$ cat config.mk
export PLATFORM = sky130hd
export DESIGN_NAME = alu_dvfs_sched
export DESIGN_NICKNAME = d
export VERILOG_FILES = /design/src/rtl/alu_dvfs_sched.sv
export SDC_FILE = /design/constraint.sdc
export NUM_CORES = 1
export LEC_CHECK = 0
export CELL_PAD_IN_SITES_DETAIL_PLACEMENT = 2
export CELL_PAD_IN_SITES_GLOBAL_PLACEMENT = 2
export CORE_MARGIN = 2
export CORE_UTILIZATION = 10
export DETAILED_ROUTE_END_ITERATION = 16
export MAX_ROUTING_LAYER = met4
export PLACE_DENSITY_LB_ADDON = 0.1
export SLEW_MARGIN = 20
export SYNTH_ARGS = -nofsm -noshare
export SYNTH_HDL_FRONTEND = slang
export SYNTH_SLANG_ARGS = --single-unit
$ cat constraint.sdc
create_clock -name clk -period 1.85 [get_ports clk]
set_input_delay 0.2775 -clock clk [delete_from_list [all_inputs] [get_ports clk]]
set_output_delay 0.2775 -clock clk [all_outputs]
set_load 0.01 [all_outputs]
$ cat src/rtl/alu_dvfs_sched.sv
// Round-robin sharing of one 32-bit ALU between NREQ requesters.
// Issue rate is throttled by the DVFS level, and the ALU is drained before a voltage/frequency change.
//   state    | meaning
//   ST_RUN   | normal issue, throttled by perf level
//   ST_DRAIN | issue blocked, waiting for in-flight op to complete
//   ST_HALT  | quiesced, dvfs_ack high, waiting for dvfs_req to drop
module alu_dvfs_sched #(
    parameter int NREQ = 4,
    parameter int IDW  = 2
) (
    input  logic              clk,
    input  logic              rst_n,
    input  logic [NREQ-1:0]   req_valid,
    output logic [NREQ-1:0]   req_ready,
    input  logic [2*NREQ-1:0] req_op,
    input  logic [32*NREQ-1:0] req_a,
    input  logic [32*NREQ-1:0] req_b,
    output logic              rsp_valid,
    output logic [IDW-1:0]    rsp_id,
    output logic [63:0]       rsp_y,
    output logic              alu_en,
    output logic [1:0]        alu_op,
    output logic [31:0]       alu_a,
    output logic [31:0]       alu_b,
    input  logic [63:0]       alu_y,
    input  logic              alu_valid,
    input  logic              dvfs_req,
    input  logic [1:0]        dvfs_level,
    output logic              dvfs_ack,
    output logic [1:0]        perf_level,
    output logic              busy
);

    typedef enum logic [1:0] {ST_RUN, ST_DRAIN, ST_HALT} state_t;

    state_t         state_q, state_d;
    logic [IDW-1:0] rr_ptr_q, rr_ptr_d;
    logic [IDW-1:0] inflight_id_q, inflight_id_d;
    logic [2:0]     slot_cnt_q, slot_cnt_d;
    logic           inflight_q, inflight_d;
    logic           dvfs_ack_q, dvfs_ack_d;
    logic [1:0]     perf_level_q, perf_level_d;

    logic [IDW-1:0] winner;
    logic           found;
    logic           issue;
    logic           complete;
    logic [2:0]     slot_reload;

    always_comb begin
        winner = '0;
        found  = 1'b0;
        for (int k = 0; k < NREQ; k++) begin
            if (!found && req_valid[(int'(rr_ptr_q) + k) % NREQ]) begin
                found  = 1'b1;
                winner = IDW'((int'(rr_ptr_q) + k) % NREQ);
            end
        end
    end

    // rst_n gating keeps req_ready low for the whole reset assertion
    assign issue    = rst_n && (state_q == ST_RUN) && !dvfs_req &&
                      (slot_cnt_q == 3'd0) && found;
    assign complete = alu_valid && inflight_q;

    always_comb begin
        req_ready = '0;
        if (issue) req_ready[winner] = 1'b1;
    end

    assign alu_en    = issue;
    assign alu_op    = req_op[2*int'(winner) +: 2];
    assign alu_a     = req_a[32*int'(winner) +: 32];
    assign alu_b     = req_b[32*int'(winner) +: 32];

    assign rsp_valid = complete;
    assign rsp_id    = inflight_id_q;
    assign rsp_y     = alu_y;

    assign dvfs_ack   = dvfs_ack_q;
    assign perf_level = perf_level_q;
    assign busy       = inflight_q;

    always_comb begin
        case (perf_level_q)
            2'd0:    slot_reload = 3'd0;
            2'd1:    slot_reload = 3'd1;
            2'd2:    slot_reload = 3'd3;
            default: slot_reload = 3'd7;
        endcase
    end

    always_comb begin
        state_d       = state_q;
        rr_ptr_d      = rr_ptr_q;
        inflight_d    = inflight_q;
        inflight_id_d = inflight_id_q;
        slot_cnt_d    = slot_cnt_q;
        perf_level_d  = perf_level_q;

        if (issue) begin
            inflight_d    = 1'b1;
            inflight_id_d = winner;
            rr_ptr_d      = (int'(winner) == NREQ-1) ? '0 : winner + 1'b1;
            slot_cnt_d    = slot_reload;
        end else begin
            if (complete) inflight_d = 1'b0;
            if (slot_cnt_q != 3'd0) slot_cnt_d = slot_cnt_q - 3'd1;
        end

        case (state_q)
            ST_RUN: begin
                if (dvfs_req) state_d = ST_DRAIN;
            end
            ST_DRAIN: begin
                // a withdrawn request wins over a finished drain: no ack, level kept
                if (!dvfs_req)        state_d = ST_RUN;
                else if (!inflight_q) state_d = ST_HALT;
            end
            ST_HALT: begin
                if (!dvfs_req) begin
                    state_d      = ST_RUN;
                    perf_level_d = dvfs_level;
                    slot_cnt_d   = 3'd0;
                end
            end
            default: state_d = ST_RUN;
        endcase

        dvfs_ack_d = (state_d == ST_HALT);
    end

    always_ff @(posedge clk or negedge rst_n) begin
        if (!rst_n) begin
            state_q       <= ST_RUN;
            rr_ptr_q      <= '0;
            inflight_q    <= 1'b0;
            inflight_id_q <= '0;
            slot_cnt_q    <= 3'd0;
            dvfs_ack_q    <= 1'b0;
            perf_level_q  <= 2'd0;
        end else begin
            state_q       <= state_d;
            rr_ptr_q      <= rr_ptr_d;
            inflight_q    <= inflight_d;
            inflight_id_q <= inflight_id_d;
            slot_cnt_q    <= slot_cnt_d;
            dvfs_ack_q    <= dvfs_ack_d;
            perf_level_q  <= perf_level_d;
        end
    end

endmodule

# Word level (Yosys, flattened, before mapping)
# Cells that the tools add are included.
[word_totals]
regBits = 13
[classes]
n_eq_ne = 6
bitwise_logic = 4
n_reduce_logical = 22
n_lt_le_gt_ge = 6
n_addsub = 5
mux = 35
shift = 3
[op_table]
columns = ["operator", "count"]
rows = [
  ["variable part select 128 x 8 -> 32 bit", 2],
  ["two-way mux 2 bit", 9],
  ["two-way mux 1 bit", 14],
  ["less-than comparator 3 x 4 -> 1 bit, second input constant", 3],
  ["two-way mux 3 bit", 4],
  ["logical AND 1 bit", 9],
  ["case mux 3 bit (3 select lines)", 1],
  ["binary-select mux 1 bit (select 2 bit)", 4],
  ["variable part select 8 x 4 -> 2 bit", 1],
  ["== test 2 x 1 -> 1 bit, second input constant", 3],
  ["== test 2 bit, second input constant", 3],
  ["less-than comparator 2 x 3 -> 1 bit, second input constant", 2],
  ["case mux 2 bit (3 select lines)", 1],
  ["OR reduction 2 bit", 3],
  ["adder 2 x 1 -> 2 bit, second input constant", 2],
  ["adder 2 bit, second input constant", 2],
  ["logical NOT 1 bit", 4],
  ["logical NOT 2 bit", 2],
  ["two-way mux 4 bit", 1],
  ["AND 1 bit, first input constant", 3],
  ["logical NOT 3 bit", 1],
  ["nonzero test 3 bit", 1],
  ["subtractor 3 x 1 -> 3 bit, second input constant", 1],
  ["demux 1 bit (select 2 bit)", 1],
  ["other kinds (4)", 4],
]

# Depth between registers and ports, before layout
# Gate-level depths: netlist of run 1.
[depth]
depth_word = 19
mapped_depth = 9
mapped_depth_nobuf = 7

# Worst setup path before layout of run 1
# OpenSTA, ideal clock, no wires.
[synth_path]
path_type = "register -> output"
from = "register rr_ptr_q[0]"
to = "output req_ready[3]"
slack_ns = 0.060
n_path_buf = 2
path_stages_with_launch = 9
arrival_ns = 1.512
path_cell_list = "dfrtp_1 -> nor2b_1 -> a21oi_1 -> a21oi_1 -> nor2_2 -> buf_4 -> buf_6 -> ha_1 -> and2_1"
[synth_between]
elab_chain_len = 17
[synth_rtl]
columns = ["element", "line_no", "text"]
rows = [
  ["start, declared", "37", "logic [IDW-1:0] rr_ptr_q, rr_ptr_d;"],
  ["start signal, assigned", "144", "rr_ptr_q <= rr_ptr_d;"],
  ["adder 2 x 1 -> 2 bit or binary-select mux 1 bit (select 2 bit) (tied branches)", "54, 56", ""],
  ["binary-select mux 1 bit (select 2 bit) or two-way mux 1 bit (tied branches)", "54", "if (!found && req_valid[(int'(rr_ptr_q) + k) % NREQ]) begin"],
  ["two-way mux 1 bit (not written as such)", "54", ""],
  ["two-way mux 1 bit (not written as such) or logical NOT 1 bit (tied branches)", "54", ""],
  ["logical AND 1 bit", "54", ""],
  ["two-way mux 1 bit", "54", ""],
  ["logical NOT 1 bit", "54", ""],
  ["logical AND 1 bit", "54", ""],
  ["two-way mux 1 bit", "54", ""],
  ["logical NOT 1 bit", "54", ""],
  ["logical AND 1 bit", "54", ""],
  ["two-way mux 2 bit", "54", ""],
  ["less-than comparator 2 x 3 -> 1 bit (not written as such) or greater-or-equal comparator 2 x 1 -> 1 bit (tied branches)", "68", "if (issue) req_ready[winner] = 1'b1;"],
  ["logical AND 1 bit (not written as such)", "68", ""],
  ["two-way mux 1 bit (not written as such)", "68", ""],
  ["demux 1 bit (select 2 bit)", "68", ""],
  ["two-way mux 4 bit *", "68", ""],
  ["end, declared", "14", "output logic [NREQ-1:0] req_ready,"],
]
# Every way passes the cells marked *; elsewhere a longest branch is shown, timed or not. The select of a mux whose other input is x is not followed.

# Worst setup path after layout of run 1
[layout_path]
from = "register rr_ptr_q[0]"
to = "output alu_b[7]"
[layout_between]
elab_chain_len = 13
[layout_rtl]
columns = ["element", "line_no", "text"]
rows = [
  ["adder 2 x 1 -> 2 bit or binary-select mux 1 bit (select 2 bit) (tied branches)", "54, 56", ""],
  ["binary-select mux 1 bit (select 2 bit) or two-way mux 1 bit (tied branches)", "54", ""],
  ["two-way mux 1 bit (not written as such)", "54", ""],
  ["two-way mux 1 bit (not written as such) or logical NOT 1 bit (tied branches)", "54", ""],
  ["logical AND 1 bit", "54", ""],
  ["two-way mux 1 bit", "54", ""],
  ["logical NOT 1 bit", "54", ""],
  ["logical AND 1 bit", "54", ""],
  ["two-way mux 1 bit", "54", ""],
  ["logical NOT 1 bit", "54", ""],
  ["logical AND 1 bit", "54", ""],
  ["two-way mux 2 bit *", "54", ""],
  ["variable part select 128 x 8 -> 32 bit *", "74", "assign alu_b = req_b[32*int'(winner) +: 32];"],
  ["end, declared", "24", "output logic [31:0] alu_b,"],
]
# Marks and branches as above.

==> results of run 1 <==
==> routing by layer <==
layer / track usage / vias to the layer above / wire [µm]
met5: - / - / 0
met4: 0.0171 / 0 / 219
met3: 0.0370 / 23 / 1790
met2: 0.241 / 235 / 12100
met1: 0.113 / 1977 / 7260
li1: - / 1984 / -
==> critical path: cells and delay by family (launching register included) <==
| family | cells | cell delay [ns] |
|---|---|---|
| compound gates | 1 | 0.15 |
| buf+inv | 5 | 0.71 |
| simple gates | 2 | 0.23 |
| flops | 1 | 0.45 |
| mux | 2 | 0.30 |
==> layout make-up <==
cell class              instances  area (µm²)  area share
repair buffers                457        4570       0.560
multi-input cells             253        2600       0.319
well taps                     448         561      0.0686
flip-flops and latches         13         328      0.0401
clock buffers                   4        78.8     0.00965
inverters                       6        25.0     0.00306
diodes                          1        2.50    0.000306
==> power by group through the flow <==
stage,Combinational [mW],Sequential [mW],Clock [mW]
after detailed placement,6.09,0.497,0
after floorplan,2.95,0.494,0
after global placement,6.01,0.494,0
final,7.06,0.513,0.418
after global routing,7.61,0.533,0.448
after CTS,7.08,0.518,0.429
==> worst max path at each step <==
stage                   end                    start  slack [ns]
6_report           alu_b[7]  rr_ptr_q[0]$_DFFE_PN0P_       -0.51
2_1_floorplan  req_ready[3]  rr_ptr_q[0]$_DFFE_PN0P_        0.06
3_5_place_dp      alu_op[0]             req_valid[2]       -1.08
3_3_place_gp      alu_op[0]             req_valid[2]       -1.02
4_1_cts           alu_a[15]  rr_ptr_q[0]$_DFFE_PN0P_       -0.60
5_1_grt            alu_b[7]  rr_ptr_q[0]$_DFFE_PN0P_       -0.59
==> timing repair <==
item                       4_1_cts  5_1_grt
pin swaps                       10        8
cloned                           7        2
buffers inserted                41        8
resized for setup              400       37
hold buffers                     0        0
setup endpoints to repair       76       73
==> placed cells by master, fill, tap and decap left out, drive strengths merged, types with 4 or more instances in the layout <==
master | Yosys | routed
a21oi | 6 | 6
buf | 84 | 172
clkbuf | 3 | 8
clkdlybuf4s50 | 0 | 276
dfrtp | 13 | 13
dlygate4sd2 | 0 | 5
inv | 6 | 6
mux2i | 199 | 199
nand2 | 10 | 10
nor2 | 8 | 8
nor2b | 4 | 4
==> through the flow <==
stage          power (mW)  setup TNS (ns)   util
3_5_place_dp         6.59          -70.34  0.221
5_1_grt              8.59          -35.69  0.245
4_1_cts              8.03          -33.12  0.242
2_1_floorplan        3.44               0      -
3_3_place_gp         6.50          -67.79  0.221
6_report             7.99          -29.22  0.245
==> registers in the layout, indices dropped and copies added (netlist names) <==
| register | flops |
|---|---|
| busy | 1 |
| slot_cnt_q | 3 |
| perf_level | 2 |
| dvfs_ack | 1 |
| state_q | 2 |
| rsp_id | 2 |
| rr_ptr_q | 2 |
==> synthesized netlist by cell type (2+ instances only) <==
| cell type | n |
|---|---|
| dfrtp_1 | 13 |
| inv_1 | 5 |
| mux2_2 | 2 |
| and2_1 | 2 |
| buf_6 | 3 |
| nor3_1 | 3 |
| ha_1 | 3 |
| nor2b_1 | 4 |
| mux2i_1 | 199 |
| buf_2 | 5 |
| clkbuf_4 | 3 |
| nand3_1 | 2 |
| nand2_1 | 10 |
| a211oi_1 | 2 |
| a21oi_1 | 6 |
| nor2_1 | 7 |
| buf_4 | 72 |
| buf_8 | 4 |
==> cells by family after synthesis <==
family | count (synthesis) | share of synthesized area
mux | 202 | 0.605
xor+xnor | 1 | 0.00261
fa+ha+maj | 3 | 0.0112
flops | 13 | 0.0971
buf+inv | 93 | 0.210
compound gates | 13 | 0.0235
simple gates | 34 | 0.0508
==> flow_summary.json, run 1 <==
{
  "clock_power_share": 0.052,
  "avgViaCountPerCell": 3.57,
  "syn_to_final_growth_pct": 144,
  "rows": 67,
  "core_area_um2": 33300,
  "rr_endpoint": "rr_ptr_q[0]$_DFFE_PN0P_",
  "netlist.area_leader.share": 0.594,
  "p_sw_frac": 0.389,
  "synth_async_sr_flop_share": 1.00,
  "rsz0062_at_grt": "yes",
  "arrival_ns": 2.08,
  "io_pins": 480,
  "cap_violations": 0,
  "initial_utilization": 0.101,
  "dp_hpwl_mm": 17.6,
  "start_kind": "flop",
  "grt-ovfl-total": 0,
  "pwr-share-comb": 0.883,
  "r2r_start": "rr_ptr_q[0]$_DFFE_PN0P_",
  "peakVddDrop_mv": 0.343,
  "hp-class": "in -> async",
  "h-tree-depth": 1,
  "drv_slew": 0,
  "insertion_delay_ns": 0.25,
  "wl_mm": 21.4,
  "wire_per_inst_um": 18.1,
  "initialDrtViolationCount": 30,
  "antenna_found_initial": 1,
  "die_w_um": 187,
  "cpMaxStageDelayCell": "dfrtp_2",
  "finalWorstSetupSlack_ns": -0.511,
  "cts-buffers-inserted": 3,
  "setup_violations": 71,
  "post-synth-top-area-cell": "mux2i_1",
  "p_int_mw": 4.88,
  "relSlewSlack": 0.802,
  "p_leak_nw": 3.44,
  "grt_max_degree": 15,
  "cts_tree": "done",
  "p_per_area_nw_per_um2": 978,
  "netlist_area_um2": 3350,
  "switching_power_mw": 3.11,
  "cp_cell_sequence": "nor2b_4 -> nor2_4 -> a2bb2oi_4 -> buf_6 -> buf_12 -> buf_12 -> buf_8 -> mux2i_2 -> mux2i_1 -> buf_2",
  "design_area_um2": 8170,
  "pre_cts_ws_ns": -1.08,
  "nFillCells": 3754,
  "path_clk_slew_ns": 0.05,
  "io_buffers": 351,
  "die-area_um2": 35000,
  "finClkSkew_ns": 0.00469,
  "route.detailed.drc": 0,
  "syn_inst": 359,
  "r2r_slack_ns": -0.08,
  "clockBufferDepth": 2,
  "cts_sinks": 13,
  "nets": 1075,
  "synth_edf_count": 0,
  "yosysWarnings": 0,
  "synth_seq_area_share": 0.0971,
  "grtUsageTotal": 0.120,
  "num_vias": 4219,
  "critPathKind": "reg -> out",
  "avgSynthCellArea_um2": 9.33,
  "path_common_cell": "buf_12",
  "worst_pin_slew_ns": 0.296,
  "grt_pass1_vias": 5051,
  "antenna_left": 0,
  "violations": "setup timing",
  "power_frac_seq": 0.064,
  "synth-seq-cells": 13,
  "drive_gt1_frac": 0.303,
  "placed_cell_area_um2": 7370,
  "post-route-period-util": 1.28,
  "rr_worst_depth": 10,
  "fmax_mhz": 424,
  "synth_ff_type": "dfrtp_1",
  "globalplace.congestion": 0.846,
  "critPathRequiredTime_ns": 1.57,
  "first_pass_iters": 3,
  "path_max_fanout": 7,
  "final_hold_viol_count": 0,
  "cp-end-kind": "primary output",
  "grt_pass1_wl_mm": 31.1,
  "die_height_um": 187,
  "hold_ws_ns": 0.386,
  "status": "finished with violations",
  "final_cell_count_no_fill": 1182,
  "synthTopCellsByArea": "mux2i_1 59%, buf_4 16%, dfrtp_1 9.7%, buf_8 1.8%, ha_1 1.1%",
  "slowest_delay_ns": 0.45,
  "period_minus_slack_ns": 2.36,
  "cts_root_buf": "clkbuf_16",
  "placed_cells": 1128,
  "yosysUniqueCellTypes": 32,
  "synth_nets": 700
}
(Power assumes the default switching activity.)
==> run 2: changes to the inputs <==
--- a/config.mk
+++ b/config.mk
@@ -9,6 +9,7 @@
 export CELL_PAD_IN_SITES_GLOBAL_PLACEMENT = 2
 export CORE_MARGIN = 2
 export CORE_UTILIZATION = 10
+export CTS_BUF_LIST = sky130_fd_sc_hd__clkbuf_8
 export DETAILED_ROUTE_END_ITERATION = 16
 export MAX_ROUTING_LAYER = met4
 export PLACE_DENSITY_LB_ADDON = 0.1
==> run 2 against run 1 <==
  * The run still ends with setup timing left
  * Clock skew is essentially flat
  * Design area shrank 0.51%
  * First-iteration DRC count grew 23%
  * Critical path type unchanged
  * Non-clock buffer count shrank 1
  * Count of clock-buffer cells in the layout shrank 1
  * Largest cell class unchanged
  * Via count is essentially flat
  * Core utilization shrank 0.12 points
  * Flip-flop and latch count is the same
  * Worst setup slack lost 0.013 ns
  * Register-to-register slack lost 0.02 ns
==> flow_summary.json, run 2 (same netlist as run 1, synthesis figures left out) <==
{
  "cts_sinks": 13,
  "antenna_found_initial": 1,
  "setup_violations": 71,
  "relSlewSlack": 0.801,
  "final_cell_count_no_fill": 1181,
  "io_buffers": 351,
  "finClkSkew_ns": 0.00456,
  "clockBufferDepth": 2,
  "path_clk_slew_ns": 0.06,
  "status": "finished with violations",
  "cts-buffers-inserted": 3,
  "pre_cts_ws_ns": -1.08,
  "grt_max_degree": 15,
  "layout_common_cells": "276 x clkdlybuf4s50_1, 185 x mux2i_1, 63 x buf_2",
  "num_vias": 4221,
  "cp-end-kind": "primary output",
  "cap_violations": 0,
  "syn_to_final_growth_pct": 143,
  "start_kind": "flop",
  "rsz0062_at_grt": "yes",
  "post-route-period-util": 1.28,
  "grtUsageTotal": 0.120,
  "total_power_mw": 7.82,
  "wl_mm": 21.3,
  "tns_ns": -30.14,
  "initial_utilization": 0.101,
  "largest_register_ff_count": 3,
  "die_w_um": 187,
  "final_hold_viol_count": 0,
  "rr_endpoint": "rr_ptr_q[0]$_DFFE_PN0P_",
  "antenna_left": 0,
  "insertion_delay_ns": 0.25,
  "rr_worst_depth": 10,
  "period_minus_slack_ns": 2.37,
  "grt_pass1_wl_mm": 31.1,
  "die_height_um": 187,
  "drv_slew": 0,
  "r2r_start": "rr_ptr_q[0]$_DFFE_PN0P_",
  "core_area_um2": 33300,
  "arrival_ns": 2.10,
  "p_per_area_nw_per_um2": 962,
  "io_pins": 480,
  "h-tree-depth": 1,
  "nFillCells": 3760,
  "r2r_slack_ns": -0.10,
  "nets": 1074,
  "cts_root_buf": "clkbuf_8",
  "critPathRequiredTime_ns": 1.57,
  "placed_cells": 1128,
  "p_leak_nw": 3.43,
  "wire_per_inst_um": 18.1,
  "grt-ovfl-total": 0,
  "first_pass_iters": 4,
  "die-area_um2": 35000,
  "route.detailed.drc": 0,
  "cts_tree": "done",
  "grt_pass1_vias": 5066,
  "rows": 67,
  "hp-class": "in -> async",
  "worst_pin_slew_ns": 0.297,
  "peakVddDrop_mv": 0.343,
  "globalplace.congestion": 0.846,
  "avgViaCountPerCell": 3.57,
  "largest-register": "slot_cnt_q",
  "path_max_fanout": 7,
  "drive_gt1_frac": 0.302,
  "initialDrtViolationCount": 37,
  "finalWorstSetupSlack_ns": -0.524,
  "violations": "setup timing",
  "fin_util": 0.244,
  "cp-endpoint": "alu_b[7]",
  "dp_hpwl_mm": 17.6,
  "final_common_cell": "clkdlybuf4s50_1",
  "crit_start": "rr_ptr_q[0]$_DFFE_PN0P_",
  "fmax_mhz": 421,
  "critPathKind": "reg -> out"
}
run 2: cell count changes in the layout (fill, tap and decap cells not counted), sizes merged:
cell / before / now
buf: 172 / 171
clkbuf: 8 / 7
inv: 6 / 7
run 2: area by class of cell:
class                   count  area (µm²)  area share
repair buffers            456        4560       0.561
flip-flops and latches     13         328      0.0403
inverters                   6        25.0     0.00308
well taps                 448         561      0.0690
clock buffers               3        41.3     0.00508
diodes                      1        2.50    0.000308
multi-input cells         253        2600       0.320
clock inverters             1        3.75    0.000462
run 2: how the worst min path moves through the flow:
stage	startpoint	end	slack (ns)	cells past startpoint
floorplan	rst_n	busy$_DFFE_PN0P_	-0.02	0
global placement	rsp_id[1]$_DFFE_PN0P_	rsp_id[1]$_DFFE_PN0P_	0.47	2
detailed placement	rsp_id[1]$_DFFE_PN0P_	rsp_id[1]$_DFFE_PN0P_	0.48	2
CTS	rst_n	rr_ptr_q[1]$_DFFE_PN0P_	0.39	2
global route	rst_n	rr_ptr_q[1]$_DFFE_PN0P_	0.40	2
finish	rst_n	rr_ptr_q[1]$_DFFE_PN0P_	0.39	2
run 2: layer usage:
metal / vias up / track usage / part of all wire
li1: 1984 / - / -
met1: 1977 / 0.113 / 0.34
met2: 238 / 0.241 / 0.57
met3: 22 / 0.0358 / 0.083
met4: 0 / 0.0162 / 0.0098
met5: - / - / 0
run 2: what timing repair did:
| item | 4_1_cts | 5_1_grt |
|---|---|---|
| endpoints found under the setup margin | 76 | 73 |
| resized for setup | 400 | 37 |
| gates cloned | 7 | 2 |
| pin swaps | 10 | 8 |
| setup buffers | 41 | 7 |
| hold buffers | 0 | 0 |
run 2: worst max-delay path: stages, from the launching register on:
cell and delay, ns:
dfrtp_2 0.46, nor2b_4 0.18, nor2_4 0.05, a2bb2oi_4 0.15
buf_6 0.14, buf_12 0.16, buf_12 0.14, buf_8 0.13
mux2i_2 0.21, mux2i_1 0.09, buf_2 0.14
run 2: power breakdown:
part	total [mW]	internal (mW)	switching, mW	leakage (nW)
combinational	7.05	4.18	2.87	3.24
clock	0.256	0.147	0.110	0.0269
sequential	0.516	0.401	0.115	0.162
total	7.82	4.72	3.10	3.43
run 2: stage by stage:
step	instance area, µm²	hold slack, ns
floorplan	3350	-0.0181
global placement	7370	0.468
detailed placement	7370	0.482
CTS	8020	0.390
global route	8130	0.402
finish	8130	0.386
